==> config.mk <==
export PLATFORM = sky130hd
export DESIGN_NAME = spi_tx_scheduler
export DESIGN_NICKNAME = d
export VERILOG_FILES = /design/src/rtl/spi_tx_scheduler.sv
export SDC_FILE = /design/constraint.sdc
export NUM_CORES = 1
export LEC_CHECK = 0
export CAP_MARGIN = 20
export CORE_MARGIN = 2
export CORE_UTILIZATION = 59
export DETAILED_ROUTE_END_ITERATION = 12
export PLACE_DENSITY = 0.83
export REMOVE_ABC_BUFFERS = 1
export SYNTH_ARGS = -nofsm -noshare
export SYNTH_HDL_FRONTEND = slang
export SYNTH_SLANG_ARGS = --single-unit
==> constraint.sdc <==
create_clock -name clk -period 3.75 [get_ports clk]
set_input_delay 0.75 -clock clk [delete_from_list [all_inputs] [get_ports clk]]
set_output_delay 0.75 -clock clk [all_outputs]
set_load 0.05 [all_outputs]
==> src/rtl/spi_tx_scheduler.sv <==
// FIFO-fed sequencer for the SPI TX engine: consecutive data bytes share one CS-low burst,
// and every command byte is its own transaction. Optional delay markers: `SPI_TX_DELAY_EN.
module spi_tx_scheduler #(
    parameter int unsigned DEPTH      = 16,
    parameter int unsigned GAP_CYCLES = 4,
    parameter int unsigned DELAY_UNIT = 1000
) (
    input  logic       clk,
    input  logic       reset,
    input  logic       wr_en,
    input  logic       wr_dc,
    input  logic       wr_delay,
    input  logic [7:0] wr_data,
    input  logic [7:0] prescaler,
    output logic       full,
    output logic       empty,
    output logic       busy,
    output logic       ovf,
    output logic [9:0] spi_control,
    output logic [7:0] spi_data,
    input  logic       spi_valid,
    input  logic       spi_cs
);

    localparam int unsigned AW = $clog2(DEPTH);
    localparam int unsigned CW = AW + 1;
    localparam int unsigned GW = $clog2(GAP_CYCLES + 1);

`ifdef SPI_TX_DELAY_EN
    localparam int unsigned EW = 10;
    localparam int unsigned DW = $clog2(255 * DELAY_UNIT + 1);
    typedef enum logic [1:0] {IDLE, XFER, GAP, DELAY} state_t;
`else
    localparam int unsigned EW = 9;
    typedef enum logic [1:0] {IDLE, XFER, GAP} state_t;
`endif

    state_t        state;
    logic [EW-1:0] mem [DEPTH];
    logic [AW-1:0] wr_ptr;
    logic [AW-1:0] rd_ptr;
    logic [CW-1:0] count;
    logic [GW-1:0] gap_cnt;
    logic [EW-1:0] head;
    logic [EW-1:0] wr_entry;
    logic [7:0]    head_data;
    logic          head_dc;
    logic          head_delay;
    logic          push;
    logic          pop;

    assign head      = mem[rd_ptr];
    assign head_data = head[7:0];
    assign head_dc   = head[8];

`ifdef SPI_TX_DELAY_EN
    logic [DW-1:0] delay_cnt;
    assign head_delay = head[9];
    assign wr_entry   = {wr_delay, wr_dc, wr_data};
`else
    logic unused_cfg;
    assign head_delay = 1'b0;
    assign wr_entry   = {wr_dc, wr_data};
    assign unused_cfg = wr_delay ^ DELAY_UNIT[0];
`endif

    assign full  = (count == CW'(DEPTH));
    assign empty = (count == '0);
    assign busy  = (state != IDLE) || !empty;

    // 'full' is the pre-edge value, so a write while full is dropped even alongside a pop
    assign push = wr_en && !full;

    // Pop on transaction start, or to extend a data burst with a data head
    always_comb begin
        pop = 1'b0;
        case (state)
            IDLE:    pop = !empty;
            XFER:    pop = spi_valid && spi_control[1] && !empty && head_dc && !head_delay;
            default: pop = 1'b0;
        endcase
    end

    always_ff @(posedge clk) begin
        if (push) begin
            mem[wr_ptr] <= wr_entry;
        end
    end

    always_ff @(posedge clk) begin
        if (!reset) begin
            state       <= IDLE;
            wr_ptr      <= '0;
            rd_ptr      <= '0;
            count       <= '0;
            ovf         <= 1'b0;
            spi_control <= '0;
            spi_data    <= '0;
            gap_cnt     <= '0;
`ifdef SPI_TX_DELAY_EN
            delay_cnt   <= '0;
`endif
        end else begin
            if (push) wr_ptr <= wr_ptr + AW'(1);
            if (pop)  rd_ptr <= rd_ptr + AW'(1);
            count <= count + CW'(push) - CW'(pop);
            if (wr_en && full) ovf <= 1'b1;

            case (state)
                IDLE: begin
                    if (!empty) begin
`ifdef SPI_TX_DELAY_EN
                        if (head_delay) begin
                            spi_control[0] <= 1'b0;
                            delay_cnt      <= DW'(head_data) * DW'(DELAY_UNIT);
                            state          <= DELAY;
                        end else begin
                            spi_data    <= head_data;
                            spi_control <= {prescaler, head_dc, 1'b1};
                            state       <= XFER;
                        end
`else
                        spi_data    <= head_data;
                        spi_control <= {prescaler, head_dc, 1'b1};
                        state       <= XFER;
`endif
                    end
                end
                XFER: begin
                    if (spi_valid) begin
                        if (pop) begin
                            spi_data <= head_data;
                        end else begin
                            spi_control[0] <= 1'b0;
                            gap_cnt        <= '0;
                            state          <= GAP;
                        end
                    end
                end
                GAP: begin
                    // Any cycle with CS low restarts the idle-time count
                    if (!spi_cs) begin
                        gap_cnt <= '0;
                    end else if (gap_cnt == GW'(GAP_CYCLES - 1)) begin
                        gap_cnt <= '0;
                        state   <= IDLE;
                    end else begin
                        gap_cnt <= gap_cnt + GW'(1);
                    end
                end
`ifdef SPI_TX_DELAY_EN
                DELAY: begin
                    // A zero count still spends one cycle here
                    if (delay_cnt <= DW'(1)) begin
                        state <= IDLE;
                    end else begin
                        delay_cnt <= delay_cnt - DW'(1);
                    end
                end
`endif
                default: state <= IDLE;
            endcase
        end
    end

endmodule
; Word-level counts from Yosys, hierarchy flattened
; Memory sizes are Yosys's and may differ from the RTL's. A register that Yosys moved wholly into a read port is not among the register bits.
; Cells that the tools add are included.
[word_totals]
register_bits = 37
ram_bits = 144
in_bits = 23
n_memories = 1
[memory_table]
columns = memory, depth, width, rd, rd_ports_with_merged_regs, wr, line
row1 = mem, 16, 9, 1, 1, 1, 39  ; logic [EW-1:0] mem [DEPTH];
[classes]
addsub = 5
n_eq_ne = 10
muxes = 24
bitwise_logic = 1
reduce_logical = 18
[ops]
columns = cell, n
row1 = $mux W8, 3
row2 = $pmux W8 S2, 1
row3 = $mux W3, 4
row4 = $ne A2 B2 Y1 const B, 6
row5 = $mux W2, 5
row6 = $add A4 B1 Y4 const B, 2
row7 = $mux W4, 2
row8 = $reduce_and A4 Y1, 2
row9 = $pmux W2 S3, 1
row10 = $pmux W3 S2, 1
row11 = $reduce_bool A2 Y1, 3
row12 = $add A5 B1 Y5, 1
row13 = $eq A5 B5 Y1 const B, 1
row14 = $logic_and A1 B1 Y1, 5
row15 = $logic_not A5 Y1, 1
row16 = $mux W1, 5
row17 = $reduce_and A5 Y1, 1
row18 = $sub A5 B1 Y5, 1
row19 = $pmux W1 S2, 2
row20 = $add A3 B1 Y3 const B, 1
row21 = $eq A3 B2 Y1 const B, 1
row22 = $reduce_and A3 Y1, 1
row23 = $eq A2 B1 Y1 const B, 1
row24 = $eq A2 B2 Y1 const B, 1
row25 = other kinds (5), 6

; Logic depth before layout (Yosys ltp)
[depth]
word_depth = 8
ltp_mapped = 16
ltp_nobuf = 15

; Least setup slack after synthesis
; OpenSTA, ideal clock, no wires.
[synth_path]
path_type = reg-to-reg
from = reg count[3]
to = reg count[4]
setup_ps = 116
arrival_ps = 4818
required_ps = 3634
path_slack_ps = -1183
stages_incl_launch_ff = 17
synth_period_minus_slack_ps = 4933
cell_sequence = dfxtp_1 -> inv_1 -> ha_1 -> nor4b_1 -> nor3_1 -> a21oi_4 -> buf_8 -> inv_2 -> ha_1 -> inv_1 -> ha_1 -> inv_1 -> fa_1 -> nand2b_1 -> a21oi_1 -> o21ai_0 -> and3b_1
[synth_via]
elab_chain_cells = 6
word_cells_on_any_way = 10
[synth_rtl]
columns = element, line
row1 = "start, declared", 42  ; logic [CW-1:0] count;
row2 = "start signal, assigned", 106  ; count <= count + CW'(push) - CW'(pop);
row3 = $logic_not A5 Y1 (*), 68  ; assign empty = (count == '0);
row4 = via empty, 16  ; output logic empty,
row5 = $logic_not A1 Y1 (*), n/a
row6 = $logic_and A1 B1 Y1 (2 in series), 79  ; XFER: pop = spi_valid && spi_control[1] && !empty && head_dc && !head_delay;
row7 = $pmux W1 S2 (*), 77  ; case (state)
row8 = via pop, 50  ; logic pop;
row9 = $sub A5 B1 Y5 (*), 106
; The timed path passes the listed nets; every way through them passes the cells marked *.
; A chain may end at the register's enable or synchronous reset.

==> impl_metrics.tcl <==
set metrics [dict create \
    outcome "finished clean" \
    drt-total-wl_um 15050 \
    place_inst 660 \
    fmax_mhz 285.9 \
    tightest_slew_ns 0.9793 \
    clkSlewWorstSetupHoldPaths_ns 0.07 \
    yosys-top-cells-area "edfxtp_1 (59%), mux4_2 (11%), dfxtp_1 (11%)" \
    arrival_ns 3.83 \
    cts_max_level 4 \
    gp_congestion 0.7864 \
    ys_warn_count 0 \
    yosysSeqAreaShare_pct 69.61 \
    cts_tree "done" \
    wl_per_cell_um 21.75 \
    holdPathEnd "spi_data[3]$_SDFFE_PN0P_" \
    min_path_type "flop to flop" \
    portBuffers 43 \
    critPathSlowestCell "mux4_2" \
    grt_pass1_wl_um 22700 \
    ir_worst_vdd_mv 0.3328 \
    path_max_fanout 8 \
    final-max-slew-violation-count 0 \
    cp.required_ns 4.08 \
    initial_core_util_pct 61.02 \
    dieArea_um2 13440 \
    fin_nets 547 \
    vias_per_cell 5.960 \
    insertion_delay_ns 0.43 \
    worstRegToRegCells 13 \
    crit_family "multiplexers" \
    period_share_pct 93.29 \
    route.detailed.drc 0 \
    clk_root_buffer_cell "clkbuf_16" \
    synthCells 447 \
    setup_violations 0 \
    avgSynthCellArea_um2 16.53 \
    maxSlewHeadroom_pct 34.51 \
    yosysTopAreaCellShare_pct 58.51 \
    die_w_um 115.9 \
    crit_chain "mux4_2 -> mux4_2 -> a21oi_4 -> inv_2 -> ha_1 -> inv_1 -> ha_1 -> inv_1 -> fa_1 -> nand2b_1 -> a21oi_1 -> o21ai_0 -> and3b_1" \
    io_pins 45 \
    dp_hpwl_um 9406 \
    drive_above_1_share_pct 19.27 \
    synth.largest_area_cell "edfxtp_1" \
    grt_setup_unrepaired "false" \
    maxCapViolCount 0 \
    async_flop_share_pct 0 \
    fin_cells 692 \
    clock_path_buffers 2 \
    numCtsBuffers 17 \
    area_growth_syn_to_layout_pct 17.22 \
    yosys.cell_types.count 43 \
    hold_viol 0 \
    die_h_um 115.9 \
    path_buf_inv 3 \
    track_usage_pct 24.03 \
    postCtsSetupRepairBufs 0 \
    end_kind "flop" \
    startpoint_type "flop" \
    vias 4124 \
    antenna_found_initial 0 \
    first_pass_iters 5 \
    regToRegSetupSlack_ns 0.25 \
    path_class "flop to flop" \
    place_area_um2 8094 \
    holdPathStages 2 \
    core_um2 12110 \
    syn_area_um2 7391 \
    period_needed_ns 3.498 \
    fin_skew_ns 0.009528 \
    ant_nets 0 \
    synth_edf_count 144 \
    ys_seq_elements 185 \
    design_area_um2 8663 \
    drtIter0Drc 432 \
    grt_pass1_vias 4058 \
    globalRouteOverflowTotal 0 \
    powerDensity_nw_per_um2 685.6 \
    rows 40 \
    hold_start "spi_data[3]$_SDFFE_PN0P_" \
    reg2reg_to "count[4]$_SDFF_PN0_" \
    max_stage_delay_ns 0.62 \
    p_leak_nw 2.948 \
    cts.sinks 185 \
    grt_max_degree 33 \
    diodes 0 \
    ys.flop_type "edfxtp_1" \
]
[Yosys cell counts (2+ instances only)]
| cell | number |
|---|---|
| buf_6 | 3 |
| nand3_1 | 11 |
| and3_1 | 2 |
| ha_1 | 12 |
| nor3_1 | 6 |
| mux2i_1 | 11 |
| mux4_2 | 37 |
| a21boi_0 | 9 |
| xnor2_1 | 4 |
| and3b_1 | 2 |
| buf_2 | 4 |
| nand2_1 | 44 |
| nand4_1 | 2 |
| o21ai_0 | 9 |
| a22o_1 | 16 |
| o21ai_1 | 3 |
| inv_1 | 11 |
| a211o_1 | 2 |
| nand3b_1 | 2 |
| clkbuf_1 | 13 |
| nor3b_1 | 2 |
| nand2b_1 | 7 |
| dfxtp_1 | 41 |
| nor2_1 | 18 |
| edfxtp_1 | 144 |
| a21oi_1 | 6 |
| nor2b_1 | 4 |
| and2_1 | 7 |
[registers in the layout, indices dropped and copies added, names as in the netlist, named ones only]
signal / cells
wr_ptr: 4
rd_ptr: 4
ovf: 1
gap_cnt: 3
mem: 144
spi_control: 10
spi_data: 8
count: 5
state: 2
[metal layers]
| layer | track usage [%] | share of wire, % | vias to the layer above | wire [µm] |
|---|---|---|---|---|
| li1 | - | - | 1835 | - |
| met1 | 30.56 | 38 | 2086 | 5718 |
| met2 | 40.19 | 53 | 182 | 7923 |
| met3 | 6.433 | 7.5 | 21 | 1126 |
| met4 | 8.889 | 1.9 | 0 | 281 |
| met5 | 0 | 0 | - | 0 |
[timing repair]
item	4_1_cts	5_1_grt
hold endpoints to repair	0	0
endpoints found under the setup margin	0	1
resized for setup	0	1
hold buffers	0	0
[area by class of cell]
cell class,instances,area [µm²]
clock buffer,18,429.2
clock inverter,14,138.9
fill,752,3448
inverter,12,45.04
multi-input combinational,226,2067
sequential,185,5147
tap,168,210.2
timing repair buffer,69,625.6
[worst register-to-register path: stages (launching register included)]
cell and delay, ns:
dfxtp_2 0.45, mux4_2 0.53, mux4_2 0.62, a21oi_4 0.21
inv_2 0.06, ha_1 0.27, inv_1 0.06, ha_1 0.15
inv_1 0.06, fa_1 0.38, nand2b_1 0.17, a21oi_1 0.19
o21ai_0 0.09, and3b_1 0.18
[cells by family (layout without fill, tap and decap cells)]
kind of cell             count (synthesis)  in the layout  synth area share, %
AO/OA/AOI/OAI                           49             49                4.859
XOR/XNOR                                 5              5               0.5925
buffers and inverters                   36            113                2.488
adder cells (fa/ha/maj)                 13             13                2.302
AND/OR/NAND/NOR                        111            111                7.381
multiplexers                            48             48                12.76
flip-flops                             185            185                69.61
[worst max-delay path by stage]
stage / from / to / slack (ns) / cells past startpoint
final: flop / count[4]$_SDFF_PN0_ / 0.25 / 13
after global routing: flop / count[4]$_SDFF_PN0_ / 0.06 / 13
after CTS: flop / count[4]$_SDFF_PN0_ / 0.09 / 13
after detailed placement: flop / count[4]$_SDFF_PN0_ / 0.12 / 13
after global placement: flop / count[4]$_SDFF_PN0_ / 0.25 / 13
after floorplan: count[3]$_SDFF_PN0_ / count[4]$_SDFF_PN0_ / -1.55 / 15
[power breakdown]
part           internal, mW  leakage (nW)  total [mW]  switching (mW)
sequential             2.38          1.64        2.49           0.108
clock                 0.930         0.264        1.71           0.782
combinational         0.750          1.05        1.74           0.989
total                  4.06          2.95        5.94            1.88
[through the flow]
step / hold WS (ns) / util [%] / setup WS [ns] / setup TNS [ns] / total power, mW
3_3_place_gp: 0.4447 / 66.83 / 0.2542 / 0 / 4.187
5_1_grt: 0.4924 / 71.53 / 0.06374 / 0 / 6.168
4_1_cts: 0.4625 / 71.52 / 0.09378 / 0 / 5.963
2_1_floorplan: 0.4437 / - / -1.553 / -9.594 / 3.730
3_5_place_dp: 0.4536 / 66.83 / 0.1162 / 0 / 4.262
6_report: 0.4583 / 71.53 / 0.2517 / 0 / 5.940
[cells in the final DEF (no fill, tap or decap), types with 3 or more instances in the layout]
cell type	n
nand2b_1	7
clkbuf_16	17
buf_4	26
o21ai_0	9
clkinvlp_4	5
nor3_1	5
mux2i_1	11
dfxtp_1	39
clkdlybuf4s50_1	43
mux4_2	37
and2_1	7
o21ai_1	3
nor2b_1	4
a22o_1	16
xnor2_1	4
inv_6	4
a21boi_0	9
nor2_1	18
inv_1	11
a21oi_1	6
nand2_1	44
nand3_1	11
ha_1	12
edfxtp_1	144
Power figures use the tool's default switching activity.
